$ cat src/rtl/fixpoint_pkg.sv
// Shared types and defaults for the fixpoint iteration controller.
//   state_e     : controller FSM states
//   outcome_e   : evaluation outcome encoding
//   res_flags_t : one-hot result flags presented on the result port
package fixpoint_pkg;

  localparam int unsigned DEF_W        = 10;
  localparam int unsigned DEF_MAX_ITER = 16;

  typedef enum logic [1:0] {
    ST_IDLE = 2'd0,
    ST_EVAL = 2'd1,
    ST_DONE = 2'd2
  } state_e;

  typedef enum logic [1:0] {
    OUT_NONE    = 2'd0,
    OUT_FIX     = 2'd1,
    OUT_BUG     = 2'd2,
    OUT_TIMEOUT = 2'd3
  } outcome_e;

  typedef struct packed {
    logic fix;
    logic bug;
    logic timeout;
  } res_flags_t;

  // Outcome to one-hot result flags.
  function automatic res_flags_t decode_outcome(input outcome_e o);
    res_flags_t f;
    f = '0;
    case (o)
      OUT_FIX:     f.fix     = 1'b1;
      OUT_BUG:     f.bug     = 1'b1;
      OUT_TIMEOUT: f.timeout = 1'b1;
      default:     f = '0;
    endcase
    return f;
  endfunction

endpackage

$ cat src/rtl/fixpoint_step.sv
// Monotone one-step state transition: each bit is set by itself or by its
// upper neighbour (inj feeds the MSB) unless blocked by blk.
//   cur    : current state
//   blk    : per-bit block mask
//   inj    : injection bit into the MSB
//   nxt_c  : combinational next state
module fixpoint_step #(
  parameter int unsigned W = 10
) (
  input  logic [W-1:0] cur,
  input  logic [W-1:0] blk,
  input  logic         inj,
  output logic [W-1:0] nxt_c
);

  // Upper-neighbour vector {inj, cur[W-1:1]} lines bit i+1 up with bit i.
  assign nxt_c = cur | ({inj, cur[W-1:1]} & ~blk);

endmodule

$ cat src/rtl/fixpoint_iter_ctrl.sv
// Iterative fixpoint controller: loads an initial state, applies the step
// once per cycle, checks each visited state against a bad mask and reports
// fix / bug / timeout with the iteration count over a valid/ready port.
//   clk, rst_n            : clock, async active-low reset
//   start                 : request pulse, accepted only in IDLE
//   init, blk, inj, bad   : operands, sampled with start
//   busy                  : high in EVAL and DONE
//   res_valid, res_ready  : result handshake
//   res_fix/bug/timeout   : one-hot outcome while res_valid
//   res_iter, res_state   : step count and final state
module fixpoint_iter_ctrl
  import fixpoint_pkg::*;
#(
  parameter  int unsigned W        = DEF_W,
  parameter  int unsigned MAX_ITER = DEF_MAX_ITER,
  localparam int unsigned CNT_W    = $clog2(MAX_ITER + 1)
) (
  input  logic             clk,
  input  logic             rst_n,
  input  logic             start,
  input  logic [W-1:0]     init,
  input  logic [W-1:0]     blk,
  input  logic             inj,
  input  logic [W-1:0]     bad,
  output logic             busy,
  output logic             res_valid,
  input  logic             res_ready,
  output logic             res_fix,
  output logic             res_bug,
  output logic             res_timeout,
  output logic [CNT_W-1:0] res_iter,
  output logic [W-1:0]     res_state
);

  state_e           state_q, state_d;
  logic [W-1:0]     cur_q, cur_d;
  logic [W-1:0]     blk_q, blk_d;
  logic             inj_q, inj_d;
  logic [W-1:0]     bad_q, bad_d;
  logic [CNT_W-1:0] iter_q, iter_d;
  res_flags_t       flags_q, flags_d;
  logic             busy_q, busy_d;
  logic             valid_q, valid_d;
  outcome_e         outcome;
  logic [W-1:0]     nxt_c;

  fixpoint_step #(.W(W)) u_step (
    .cur   (cur_q),
    .blk   (blk_q),
    .inj   (inj_q),
    .nxt_c (nxt_c)
  );

  // Next-state, operand capture, iteration and result decision.
  always_comb begin
    state_d = state_q;
    cur_d   = cur_q;
    blk_d   = blk_q;
    inj_d   = inj_q;
    bad_d   = bad_q;
    iter_d  = iter_q;
    flags_d = flags_q;
    outcome = OUT_NONE;

    case (state_q)
      ST_IDLE: begin
        if (start) begin
          cur_d   = init;
          blk_d   = blk;
          inj_d   = inj;
          bad_d   = bad;
          iter_d  = '0;
          state_d = ST_EVAL;
        end
      end
      ST_EVAL: begin
        // Bug outranks fix, fix outranks timeout.
        if ((cur_q & bad_q) != '0) begin
          outcome = OUT_BUG;
        end else if (nxt_c == cur_q) begin
          outcome = OUT_FIX;
        end else if (iter_q == CNT_W'(MAX_ITER)) begin
          outcome = OUT_TIMEOUT;
        end else begin
          cur_d  = nxt_c;
          iter_d = iter_q + CNT_W'(1);
        end
        if (outcome != OUT_NONE) begin
          flags_d = decode_outcome(outcome);
          state_d = ST_DONE;
        end
      end
      ST_DONE: begin
        if (res_ready) begin
          flags_d = '0;
          state_d = ST_IDLE;
        end
      end
      default: state_d = ST_IDLE;
    endcase

    busy_d  = (state_d != ST_IDLE);
    valid_d = (state_d == ST_DONE);
  end

  // State and result registers.
  always_ff @(posedge clk or negedge rst_n) begin
    if (!rst_n) begin
      state_q <= ST_IDLE;
      cur_q   <= '0;
      blk_q   <= '0;
      inj_q   <= 1'b0;
      bad_q   <= '0;
      iter_q  <= '0;
      flags_q <= '0;
      busy_q  <= 1'b0;
      valid_q <= 1'b0;
    end else begin
      state_q <= state_d;
      cur_q   <= cur_d;
      blk_q   <= blk_d;
      inj_q   <= inj_d;
      bad_q   <= bad_d;
      iter_q  <= iter_d;
      flags_q <= flags_d;
      busy_q  <= busy_d;
      valid_q <= valid_d;
    end
  end

  // cur/iter are frozen in DONE, so they double as the result payload.
  assign busy        = busy_q;
  assign res_valid   = valid_q;
  assign res_fix     = flags_q.fix;
  assign res_bug     = flags_q.bug;
  assign res_timeout = flags_q.timeout;
  assign res_iter    = iter_q;
  assign res_state   = cur_q;

endmodule

$ cat config.mk
export PLATFORM = sky130hd
export DESIGN_NAME = fixpoint_iter_ctrl
export DESIGN_NICKNAME = d
export VERILOG_FILES = /design/src/rtl/fixpoint_pkg.sv /design/src/rtl/fixpoint_step.sv /design/src/rtl/fixpoint_iter_ctrl.sv
export SDC_FILE = /design/constraint.sdc
export NUM_CORES = 1
export LEC_CHECK = 0
export ABC_AREA = 1
export BUFFER_PORTS_ARGS = -buffer_cell sky130_fd_sc_hd__buf_4
export CORE_MARGIN = 4
export CORE_UTILIZATION = 55
export CTS_BUF_LIST = sky130_fd_sc_hd__clkbuf_4
export DETAILED_ROUTE_END_ITERATION = 12
export MAX_ROUTING_LAYER = met4
export PLACE_DENSITY = 0.78
export SLEW_MARGIN = 20
export SYNTH_ARGS = -nofsm -noshare
export SYNTH_HDL_FRONTEND = slang
export SYNTH_HIERARCHICAL = 1
export SYNTH_SLANG_ARGS = --single-unit
$ cat constraint.sdc
create_clock -name clk -period 1.7 [get_ports clk]
set_input_delay 0.085 -clock clk [delete_from_list [all_inputs] [get_ports clk]]
set_output_delay 0.085 -clock clk [all_outputs]
set_load 0.05 [all_outputs]
**Word-level counts from Yosys, hierarchy flattened**

Cells that the tools add are included.

- Bits in registers: 43
- Latch bits: 0
- Bits in writable memories: 0
- Bits in read-only memories: 0
- Output and inout port bits: 20
- Memories: 0

- $add $sub $neg: 1
- $mul: 0
- Divide/modulo/power cells: 0
- $lt $le $gt $ge: 0
- Equality and inequality tests: 14
- Shifts and indexed selects: 0
- Multiplexer cells: 24
- Bitwise gates (word level): 4
- Reduce and logical (&&, ||, !) cells: 9

Operators with widths:

| cell | number |
|---|---|
| $mux W10 | 4 |
| $and A10 B10 Y10 | 2 |
| $mux W5 | 4 |
| $pmux W10 S2 | 1 |
| $mux W2 | 7 |
| $ne A2 B2 Y1 const B | 6 |
| $eq A10 B10 Y1 | 1 |
| $not A10 Y10 | 1 |
| $or A10 B10 Y10 | 1 |
| $pmux W5 S2 | 1 |
| $reduce_bool A10 Y1 | 1 |
| $eq A2 B2 Y1 const B | 4 |
| $reduce_bool A2 Y1 | 4 |
| $mux W3 | 2 |
| $pmux W2 S3 | 1 |
| $pmux W3 S2 | 1 |
| $add A5 B1 Y5 const B | 1 |
| $eq A5 B5 Y1 const B | 1 |
| $reduce_and A5 Y1 | 1 |
| $eq A2 B1 Y1 const B | 2 |
| $mux W1 | 3 |
| $reduce_and A3 Y1 | 1 |
| $logic_not A2 Y1 | 1 |
| $reduce_and A2 Y1 | 1 |

**Logic depth before layout (Yosys ltp)**

Gate-level depths: netlist (run 1).

- Depth in word-level cells: 11
- Gate-level depth with buffers: 15
- Mapped depth without buffers: 15

**Modules after synthesis**

Netlist (run 1), hierarchy kept.

Modules (own cells, without submodules):

| module | instances | cells each | area an instance (µm²) |
|---|---|---|---|
| fixpoint_iter_ctrl | 1 | 242 | 2,215.9 |
| fixpoint_step | 1 | 40 | 150.1 |

**Worst setup path before layout (run 1)**

OpenSTA, ideal clock, no wires.

- Kind: reg-to-reg
- Start point: register cur_q[5] (netlist: res_state[5])
- End point: register cur_q[3] (netlist: res_state[3])
- Setup time: 0.118 ns
- Arrival: 1.771 ns
- Data required time: 1.582 ns
- Slack: -0.188 ns
- Stages on the path, launching flop included: 12
- Period minus slack after synthesis: 1.888 ns
- Cells stage by stage: dfrtp_1 -> nand2_1 -> nand2_1 -> inv_1 -> or2_0 -> nand3_2 -> nor2_2 -> nand2_2 -> nand4_4 -> buf_4 -> nand3_1 -> nand2_2

- Cells in the longest elaborated chain, start to end: 5
- Elaborated cells between the ends (all ways): 8

RTL lines:

| what | line | source |
|---|---|---|
| from (decl) | fixpoint_iter_ctrl.sv:36 | `logic [W-1:0] cur_q, cur_d;` |
| from (signal assigned) | fixpoint_iter_ctrl.sv:120 | `cur_q <= cur_d;` |
| $and A10 B10 Y10 | fixpoint_step.sv:17 | `assign nxt_c = cur \| ({inj, cur[W-1:1]} & ~blk);` |
| $or A10 B10 Y10 | fixpoint_step.sv:17 |  |
| net nxt_c[4] | fixpoint_iter_ctrl.sv:45 | `logic [W-1:0] nxt_c;` |
| $eq A10 B10 Y1 | fixpoint_iter_ctrl.sv:80 | `end else if (nxt_c == cur_q) begin` |
| $ne A2 B2 Y1 (no line) | - |  |
| $reduce_and A5 Y1 (no line) | - |  |

The timed path passes the listed nets, and every way through them passes these cells.
A chain may end at the register's enable or synchronous reset.

**Worst setup path in the final report (run 1)**

- Start point: register blk_q[4]
- End point: register cur_q[9] (netlist: res_state[9])

- Cells in the longest elaborated chain, start to end: 6

RTL lines:

| what | line | source |
|---|---|---|
| from (decl) | fixpoint_iter_ctrl.sv:37 | `logic [W-1:0] blk_q, blk_d;` |
| from (signal assigned) | fixpoint_iter_ctrl.sv:121 | `blk_q <= blk_d;` |
| $not A10 Y10 | fixpoint_step.sv:17 |  |
| $and A10 B10 Y10 | fixpoint_step.sv:17 |  |
| $or A10 B10 Y10 | fixpoint_step.sv:17 |  |
| net nxt_c[4] | fixpoint_iter_ctrl.sv:45 |  |
| $eq A10 B10 Y1 | fixpoint_iter_ctrl.sv:80 |  |
| $ne A2 B2 Y1 (no line) | - |  |
| $reduce_and A5 Y1 (no line) | - |  |

The timed path passes the listed nets, and every way through them passes these cells.

==> metrics.txt, run 1 <==
status finished, violations left; failing checks negative setup slack; Main synth FF type dfrtp_1; ys async rst share 100.0%; Critical Setup Path Class flip-flop to flip-flop; Die Ht 73.59 um; post-place setup slack 4.403 ps; simple-gate area share of the yosys netlist 30.78%; Slew HR a little over three fifths; number of DRC markers in iteration 0 124; final setup vio count 10; combinational family with the most area after synthesis simple AND/OR/NAND/NOR gates; final antenna-violating net count 0; Int Pwr 3.055 mW; CTS Buf Count 5; FMAX 583.1 MHz; row count 23; number of non-filler instances in the completed layout 430; Layout Skew roughly 20 ps; Least-Margin Pin Slew about 550 ps; worst hold path class primary input to flip-flop; layout cells sized above 1 39.74%; CTS Sinks 43; drt wl/cell roughly 13 um; post-synthesis mux area share 9.995%; vias per inst 4.902; Clk pin slew, worst setup/hold paths 130 ps; Fin. Hold Viols 0; RSZ-0062 raised after global routing yes; PnR Total Power roughly 5.8 mW; post-synth top area cell dfrtp_1; Yosys cell types 26; Adder-Cell Fraction of Synth Area 1.058%; most frequent cells after synthesis 89 x nand2_1, 43 x dfrtp_1, 37 x inv_1; final wirelength 5.654 mm; Starting Density 57.90%; maximum clock path buffer count 2; DP Wirelength around 3.6 mm; combinational share of power 59.8%; # IOs 55; vias in the first global route 1889; Max H-tree Level 2; Syn Area/Cell 8.390 um2; pwr dens 1765 nW/um2; Layout area overhead 38.92%; Synth top area share 45.48%; Synth Area in Compound Gates 2.062%; drt pass-1 iters 4; Leakage about 1.7 nW; pin count of the biggest net entering global routing 44; Yosys reg bits 43; fin crit share 100.9%; clock network power share 8.4%; Seq/Total Area, Yosys 45.48%; Synth Cell Area ~2400 um2; power share of the sequential group around a third; worst skew pair latency 360 ps; GRT Total Usage roughly 22%; root buffer cell clkbuf_4; Post-synth EDFFs 0; max-cap viol count 0; Die W 73.59 um; top post-synthesis cells by area dfrtp_1 45%, nand2_1 14%, mux2_2 10%; cell count after synthesis 282; most common cell in the netlist nand2_1; GPL Wtd Cong 0.8387; TritonCTS clock tree built; CP Launch Type flip-flop; Psw 2.747 mW; minimum clock period 1715 ps; Sw Ratio ~47%; WP data arrival between 1500 and 2000 ps; Core Footprint approximately 4100 um2; Final nets ~420; ant diodes 0; post-synthesis xor/xnor area fraction 2.221%; Ys Warns 6; Peak VDD IR ~1.2 mV; setup slack after layout -14.87 ps; residual DRC count 0; die area 5415 um2; total gr overflow 0; post-synth net total approximately 320; initial antenna violation count 0; CP endpoint kind flip-flop; PortBufs 54; Slew Viols, Final 0; crit-path max FO 7; routed vias between 2000 and 2500; Final Util 80.43%; WP data required around 1900 ps; first-pass GRT wire length 8.811 mm; Inst Count DP between 300 and 400; Sum Neg Setup Slack -77.39 ps
-- stage by stage --
step,hold WS [ps],area [um2]
4_1_cts,19.86,3194
2_1_floorplan,-210.6,2385
6_report,27.24,3287
3_3_place_gp,110.2,2859
5_1_grt,23.51,3287
3_5_place_dp,115.3,2859
-- registers in the layout (all words and copies together), names as in the netlist --
name	count
bad_q	10
blk_q	10
res_state	10
res_iter	5
state_q	2
busy	1
inj_q	1
res_bug	1
res_fix	1
res_timeout	1
res_valid	1
-- final cells by class --
cell class / instances / area, um2
Clock buffer: 6 / 45.04
Clock inverter: 2 / 7.507
Fill cell: 266 / 799.5
Inverter: 37 / 142.6
Multi-Input combinational cell: 194 / 1122
Sequential cell: 43 / 1091
Tap cell: 50 / 62.56
Timing Repair Buffer: 97 / 810.8
Timing Repair inverter: 1 / 5.005
-- power by group through the flow --
| stage | combinational, mW | clock, mW | sequential [mW] |
|---|---|---|---|
| after floorplan | 1.85 | 0 | 2.36 |
| after global placement | 3.04 | 0 | 1.87 |
| after detailed placement | 3.11 | 0 | 1.89 |
| after CTS | 3.24 | 0.502 | 1.87 |
| after global routing | 3.78 | 0.553 | 1.91 |
| final | 3.47 | 0.487 | 1.85 |
-- worst paths after layout --
check | from | to | slack (ps) | cells after the start
max reg2reg | blk_q[4] | res_state[9] | -10 | 12
max in group asynchronous | rst_n | res_state[9] | 1030 | 2
min reg2reg | inj_q | inj_q | 520 | 1
max | blk_q[4] | res_state[9] | -10 | 12
min | init[1] | res_state[1] | 30 | 5
min in group asynchronous | rst_n | blk_q[3] | 230 | 2
-- worst max-delay path: stages (launching register included) --
cell	delay [ps]
dfrtp_1	420
inv_2	60
nand2_1	40
nand2_1	70
inv_2	50
or2_1	220
nand3_2	80
nor2_2	40
nand2_2	100
nand4_4	180
buf_12	200
nand3_1	70
nand2_2	50
-- per-layer routing --
| metal | up-vias | global-route usage, % | wire length (um) |
|---|---|---|---|
| li1 | 1068 | - | - |
| met1 | 969 | 28.65 | 2504 |
| met2 | 63 | 33.76 | 2731 |
| met3 | 8 | 5.335 | 324 |
| met4 | 0 | 8.652 | 93 |
| met5 | - | - | 0 |
-- placed cells by master (no fill, tap or decap), drive strengths merged --
master and instances:
nand2 108, xor2 2, inv 36, or2 4, dlygate4sd3 23, clkinv 2
clkinvlp 2, nand3 26, clkbuf 6, buf 74, nor2 13, o21ai 8
a21oi 1, nand4 3, nor3 1, nand3b 1, mux2 21, dfrtp 43
xnor2 4, ha 2
-- cell families after synthesis --
group	count (synthesis)
and+or+nand+nor	156
buffers and inverters	45
DFF	43
muxes	21
AOI/OAI and AO/OA	9
xor gates and xnor gates	6
adders and majority gates	2
-- repair_timing --
item / in CTS / in global routing
gates resized for setup: 4 / 9
endpoints found under the setup margin: 14 / 19
pin swaps: 0 / 3
hold buffers: 23 / 0
setup buffers: 4 / 10
gates cloned: 1 / 0
hold endpoints to repair: 65 / 0
Power figures use the tool's default switching activity.
==> run 2, diff against run 1 <==
--- a/config.mk
+++ b/config.mk
@@ -5,14 +5,13 @@
 export SDC_FILE = /design/constraint.sdc
 export NUM_CORES = 1
 export LEC_CHECK = 0
-export ABC_AREA = 1
 export BUFFER_PORTS_ARGS = -buffer_cell sky130_fd_sc_hd__buf_4
 export CORE_MARGIN = 4
-export CORE_UTILIZATION = 55
+export CORE_UTILIZATION = 49
 export CTS_BUF_LIST = sky130_fd_sc_hd__clkbuf_4
 export DETAILED_ROUTE_END_ITERATION = 12
 export MAX_ROUTING_LAYER = met4
-export PLACE_DENSITY = 0.78
+export PLACE_DENSITY = 0.74
 export SLEW_MARGIN = 20
 export SYNTH_ARGS = -nofsm -noshare
 export SYNTH_HDL_FRONTEND = slang
==> constraint.sdc (replaced) <==
create_clock -name clk -period 1.4 [get_ports clk]
set_input_delay 0.07 -clock clk [delete_from_list [all_inputs] [get_ports clk]]
set_output_delay 0.07 -clock clk [all_outputs]
set_load 0.01 [all_outputs]
==> metrics.txt, run 2 <==
Yosys reg bits 43 (unchanged); status finished, violations left; FF-to-FF End res_state[6]; Critical Setup Path Class flip-flop to flip-flop; vias in the first global route 2148 (+14%); busiest grt layer met2; minimum clock period 2181 ps (+466.2 ps); maximum clock path buffer count 2 (unchanged); Die W 74.81 um (+1.7%); residual DRC count 0 (unchanged); Slew Viols, Final 0 (unchanged); top post-synthesis cells by area dfrtp_1 49%, mux2_2 12%, mux2i_1 5.0%; CP max-delay cell or4_4; Peak VDD IR 1.163 mV (-5.7%); row count 24 (+4.3%); Worst Path Buf+Inv 1 (-2); met2 GRT Util 41.27% (+7.5 points); post-synth top area cell dfrtp_1; most common cell in the netlist dfrtp_1; worst hold path class primary input to flip-flop; Fill cells 202 (-24%); cell count after synthesis 193 (-32%); Leakage 1.797 nW (+5.1%); final setup vio count 42 (+32); worst hold start start; Layout Skew 14.78 ps (-5.106 ps); Synth Cell Area 2187 um2 (-7.6%); final antenna-violating net count 0 (unchanged); layout cells sized above 1 54.88% (+15 points); post-route cell area 3660 um2 (+11%); DP Wirelength 4.016 mm (+11%); vias per inst 5.453 (+11%); sequence of cells on the critical path a21o_1, xnor2_2, nand2_1, or4_4, a41o_4, buf_6, a22oi_2; hold path depth 3 (-2); Yosys cell types 34 (+31%); Final nets 364 (-13%); CTS Buf Count 5 (unchanged); Inst Count DP 339 (-12%); FMAX 458.5 MHz (-21%); PnR Total Power 7.215 mW (+24%); WP data arrival 2470 ps (+510 ps); Main synth FF type dfrtp_1; most frequent cells in the layout 101 x buf_4, 37 x dfrtp_1, 22 x mux2_4, 22 x dlygate4sd3_1, 17 x nor2_1; RSZ-0062 raised after global routing yes; pwr dens 1972 nW/um2 (+12%); worst skew pair latency 380 ps (+20 ps); post-synth net total 230 (-28%); commonest non-fill, non-tap cell in the layout buf_4; PortBufs 54 (unchanged); worst reg-to-reg path cell count 7 (-5); ant diodes 0 (unchanged); TritonCTS clock tree built; drt wl/cell 18.33 um (+39%); R2R setup slack -780 ps (-770 ps); dpl cell area 3097 um2 (+8.3%); Core Footprint 4324 um2 (+5.8%); first-pass GRT wire length 10.48 mm (+19%); CP Launch Type flip-flop; CTS Sinks 43 (unchanged); routed vias 2072 (-1.7%); crit-path max FO 5 (-2); Synth top area share 49.20% (+3.7 points); Die Ht 74.81 um (+1.7%); Syn Area/Cell 11.33 um2 (+35%); Post-synth EDFFs 0 (unchanged); Ys Warns 6 (unchanged); met3 usage 5.474% (+0.14 points); Slew HR 63.03% (about the same); Layout area overhead 67.33%; fin crit share 155.8% (+55 points); Max H-tree Level 2 (unchanged); Clk pin slew, worst setup/hold paths 130 ps (about the same); crit-path max cell delay 550 ps (+130 ps); Least-Margin Pin Slew 554.5 ps (+0.2931 ps); setup slack after layout -781.1 ps (-766.2 ps); global routing usage on met1 32.17% (+3.5 points); most frequent cells after synthesis 43 x dfrtp_1, 23 x mux2_2, 17 x nor2_1; root buffer cell clkbuf_4; max-cap viol count 0 (unchanged); failing checks negative hold slack, negative setup slack; GRT Total Usage 25.85% (+3.6 points); drt pass-1 iters 4 (unchanged); pin count of the biggest net entering global routing 44 (unchanged); number of non-filler instances in the completed layout 380 (-12%); # IOs 55 (unchanged); crit-path leading delay family compound AO/OA/AOI/OAI gates; GPL Wtd Cong 0.8306 (-0.97%); ys async rst share 100.0% (unchanged); WP data required 1690 ps (-250 ps); reg2reg start res_state[8]; initial antenna violation count 0 (unchanged); Seq/Total Area, Yosys 49.20% (+3.7 points); Hold Path End busy; Starting Density 50.58% (-7.3 points); CP endpoint kind flip-flop; Fin. Hold Viols 1 (+1); total gr overflow 0 (unchanged); final wirelength 6.964 mm (+23%); number of DRC markers in iteration 0 119 (-4.0%); WHS -13.63 ps (-40.87 ps); die area 5597 um2 (+3.3%)
[run 2: cell families (layout without fill, tap and decap cells)]
kind of cell / count (synthesis) / in the layout / synth area share [%]
and+or+nand+nor: 43 / 43 / 9.668
buffers and inverters: 22 / 157 / 4.633
DFF: 43 / 43 / 49.20
adders and majority gates: 2 / 2 / 1.144
AOI/OAI and AO/OA: 39 / 39 / 14.47
muxes: 34 / 34 / 16.88
xor gates and xnor gates: 10 / 10 / 4.004
[run 2: worst max path at each step]
| stage | start | endpoint | cells after the start |
|---|---|---|---|
| after floorplan | res_state[1] | res_state[5] | 8 |
| after global routing | res_state[8] | res_state[6] | 7 |
| after detailed placement | res_state[8] | res_state[8] | 7 |
| after CTS | res_state[8] | res_state[1] | 7 |
| final | res_state[8] | res_state[6] | 7 |
| after global placement | res_state[9] | res_state[7] | 7 |
[run 2: power by group]
part / switching [mW] / internal [mW] / leakage, nW / total, mW
sequential: 0.418 / 1.77 / 0.507 / 2.19
combinational: 1.82 / 2.58 / 1.26 / 4.39
clock: 0.426 / 0.206 / 0.0307 / 0.632
[run 2: per-stage QoR]
stage / setup TNS (ps) / setup WS [ps] / hold WS, ps / util, %
after floorplan: -11140 / -628.1 / -225.6 / -
after global placement: -13590 / -648.3 / 92.49 / 71.61
after detailed placement: -14150 / -674.9 / 92.41 / 71.61
after CTS: -13840 / -656.5 / 0.8271 / 83.10
after global routing: -17470 / -805.1 / 2.959 / 84.64
final: -15650 / -781.1 / -13.63 / 84.64
[run 2: cell type report]
| class | count | area [um2] | area share [%] |
|---|---|---|---|
| Sequential cell | 43 | 1084 | 29.61 |
| Clock inverter | 2 | 7.507 | 0.2051 |
| Multi-Input combinational cell | 128 | 1221 | 33.37 |
| Timing Repair Buffer | 137 | 1192 | 32.58 |
| Inverter | 12 | 45.04 | 1.231 |
| Tap cell | 52 | 65.06 | 1.778 |
| Clock buffer | 6 | 45.04 | 1.231 |
[run 2: per-layer routing]
| metal | wire length, um | up-vias | part of all wire (%) |
|---|---|---|---|
| met3 | 335 | 27 | 4.8 |
| met4 | 250 | 0 | 3.6 |
| met1 | 2864 | 1014 | 41 |
| met5 | 0 | - | 0 |
| met2 | 3514 | 80 | 50 |
| li1 | - | 951 | - |
[run 2: tightest hold or removal path: stages]
cell	delay (ps)
buf_4	90
nor2_1	30
o21ai_0	130
[run 2: timing repair]
item / 4_1_cts / 5_1_grt
hold buffers: 22 / 0
gates cloned: 1 / 0
endpoints found under the setup margin: 42 / 42
buffers inserted: 7 / 3
resized for setup: 27 / 9
hold endpoints to repair: 64 / 0
pin swaps: 11 / 6
==> run 3, diff against run 2 <==
--- a/config.mk
+++ b/config.mk
@@ -6,7 +6,7 @@
 export NUM_CORES = 1
 export LEC_CHECK = 0
 export BUFFER_PORTS_ARGS = -buffer_cell sky130_fd_sc_hd__buf_4
-export CORE_MARGIN = 4
+export CORE_MARGIN = 5
 export CORE_UTILIZATION = 49
 export CTS_BUF_LIST = sky130_fd_sc_hd__clkbuf_4
 export DETAILED_ROUTE_END_ITERATION = 12
==> metrics.txt, run 3 (same netlist as run 2, synthesis figures left out) <==
status finished, violations left; failing checks negative setup slack; power share of the sequential group 30.1% (-0.3 points); # IOs 55 (unchanged); Core Footprint 4354 um2 (+0.69%); Critical Setup Path Class flip-flop to flip-flop; Die Ht 76.81 um (+2.7%); CTS Sinks 43 (unchanged); final wirelength 6.786 mm (-2.6%); layout cells sized above 1 55.08% (+0.20 points); PortBufs 54 (unchanged); Clk pin slew, worst setup/hold paths 140 ps (about the same); worst skew pair latency 370 ps (about the same); Peak VDD IR 1.187 mV (+2.1%); first-pass GRT wire length 11.06 mm (+5.5%); sequence of cells on the critical path a21o_1, xnor2_2, nand2_1, or4_4, a41o_1, buf_6, a22oi_2; Fin. Hold Viols 0 (-1); max-cap viol count 0 (unchanged); pwr dens 2003 nW/um2 (+1.6%); number of DRC markers in iteration 0 106 (-11%); Final nets 361 (-0.82%); vias per inst 5.427 (-0.47%); die area 5900 um2 (+5.4%); Sw Ratio 35.60% (-1.3 points); minimum clock period 2176 ps (-4.836 ps); final antenna-violating net count 0 (unchanged); FF+latch area 1082 um2 (-0.12%); worst hold path class primary input to flip-flop; commonest non-fill, non-tap cell in the layout buf_4; Die W 76.81 um (+2.7%); Slew Viols, Final 0 (unchanged); crit-path max FO 4 (-1); GRT Total Usage 24.06% (-1.8 points); DP Wirelength 4.046 mm (+0.75%); final setup vio count 35 (-17%); reg2reg start res_state[4]; post-place setup slack -704.1 ps (-29.21 ps); Fill cells 225 (+11%); clock network power share 11.2% (+2.4 points); root buffer cell clkbuf_4; fin crit share 155.4% (-0.35 points); Least-Margin Pin Slew 540.0 ps (-14.44 ps); TritonCTS clock tree built; residual DRC count 0 (unchanged); FMAX 459.5 MHz (+0.22%); PnR Total Power 7.372 mW (+2.2%); drt wl/cell 18.00 um (-1.8%); CP max-delay cell or4_4; CP Launch Type flip-flop; Int Pwr 4.747 mW (+4.2%); routed vias 2046 (-1.3%); drt pass-1 iters 4 (unchanged); RSZ-0062 raised after global routing yes; vias in the first global route 2274 (+5.9%); Layout area overhead 68.25%; GPL Wtd Cong 0.7813 (-5.9%); CP endpoint kind flip-flop; total gr overflow 0 (unchanged); Inst Count DP 337 (-0.59%); worst hold start start; CP startpoint res_state[4]; initial antenna violation count 0 (unchanged); Worst Path Buf+Inv 1 (unchanged); crit-path leading delay family compound AO/OA/AOI/OAI gates; WP data arrival 2460 ps (about the same); Leakage 1.815 nW (+0.98%); Starting Density 50.23% (-0.35 points); CTS Buf Count 5 (unchanged); Slew HR 64.00% (+0.96 points); number of non-filler instances in the completed layout 377 (-0.79%); combinational share of power 58.7% (-2.2 points); setup slack after layout -776.2 ps (+4.836 ps); Layout Skew 22.16 ps (+7.379 ps); WP data required 1680 ps (about the same); area of the multi-input gates 1211 um2 (-0.82%); pin count of the biggest net entering global routing 44 (unchanged); crit-path max cell delay 560 ps (about the same); maximum clock path buffer count 2 (unchanged); ant diodes 0 (unchanged); Psw 2.625 mW (-1.4%); row count 24 (unchanged); Max H-tree Level 2 (unchanged); most frequent cells in the layout 96 x buf_4, 38 x dfrtp_1, 22 x mux2_4, 22 x dlygate4sd3_1, 17 x nor2_1
-- run 3: through the flow --
step                      setup TNS, ps  area [um2]  util (%)  hold slack, ps
after detailed placement         -15130        3082     70.78           95.03
after global routing             -17120        3680     84.51           47.30
after floorplan                  -11140        2300         -          -225.6
after global placement           -14770        3082     70.78           95.12
after CTS                        -14280        3631     83.39           8.752
final                            -15690        3680     84.51           26.80
-- run 3: repair_timing --
| action | in CTS | in global routing |
|---|---|---|
| hold buffers | 22 | 0 |
| gates cloned | 2 | 0 |
| gates resized for setup | 28 | 10 |
| hold endpoints to repair | 64 | 0 |
| pin swaps | 9 | 6 |
| setup buffers | 7 | 3 |
| endpoints found under the setup margin | 42 | 40 |
-- run 3: power by group through the flow --
stage	clock, mW	sequential (mW)	combinational (mW)
3_3_place_gp	0	2.14	3.43
4_1_cts	0.828	2.17	4.11
3_5_place_dp	0	2.15	3.49
6_report	0.828	2.22	4.33
5_1_grt	0.877	2.28	4.56
2_1_floorplan	0	2.24	1.89
-- run 3: cell type report --
cell class | instances | share of cell area, %
clock buffers | 7 | 1.428
clock inverters | 1 | 0.8160
inverters | 12 | 1.224
multi-input cells | 128 | 32.91
flip-flops and latches | 43 | 29.41
well taps | 52 | 1.768
repair buffers | 134 | 32.44
-- run 3: path summary, 6_finish.rpt --
kind	end	slack, ps	cells past startpoint
worst max-delay path	res_state[6]	-780	7
worst min-delay path	busy	30	3
worst max register to register	res_state[6]	-780	7
worst min register to register	blk_q[2]	520	1
max in group asynchronous	res_state[7]	780	2
min in group asynchronous	bad_q[9]	220	2
-- run 3: metal layers --
layer	share of wire [%]	GRT usage, %
met3	5.7	5.855
met5	0	-
met2	51	39.98
met1	40	28.04
met4	2.8	9.266
-- run 3: worst register-to-register path: cells and delay by family, from the launching register on --
| family | cells | cell delay [ps] |
|---|---|---|
| AOI/OAI and AO/OA | 3 | 680 |
| and+or+nand+nor | 2 | 660 |
| DFF | 1 | 450 |
| xor gates and xnor gates | 1 | 170 |
| buffers and inverters | 1 | 150 |
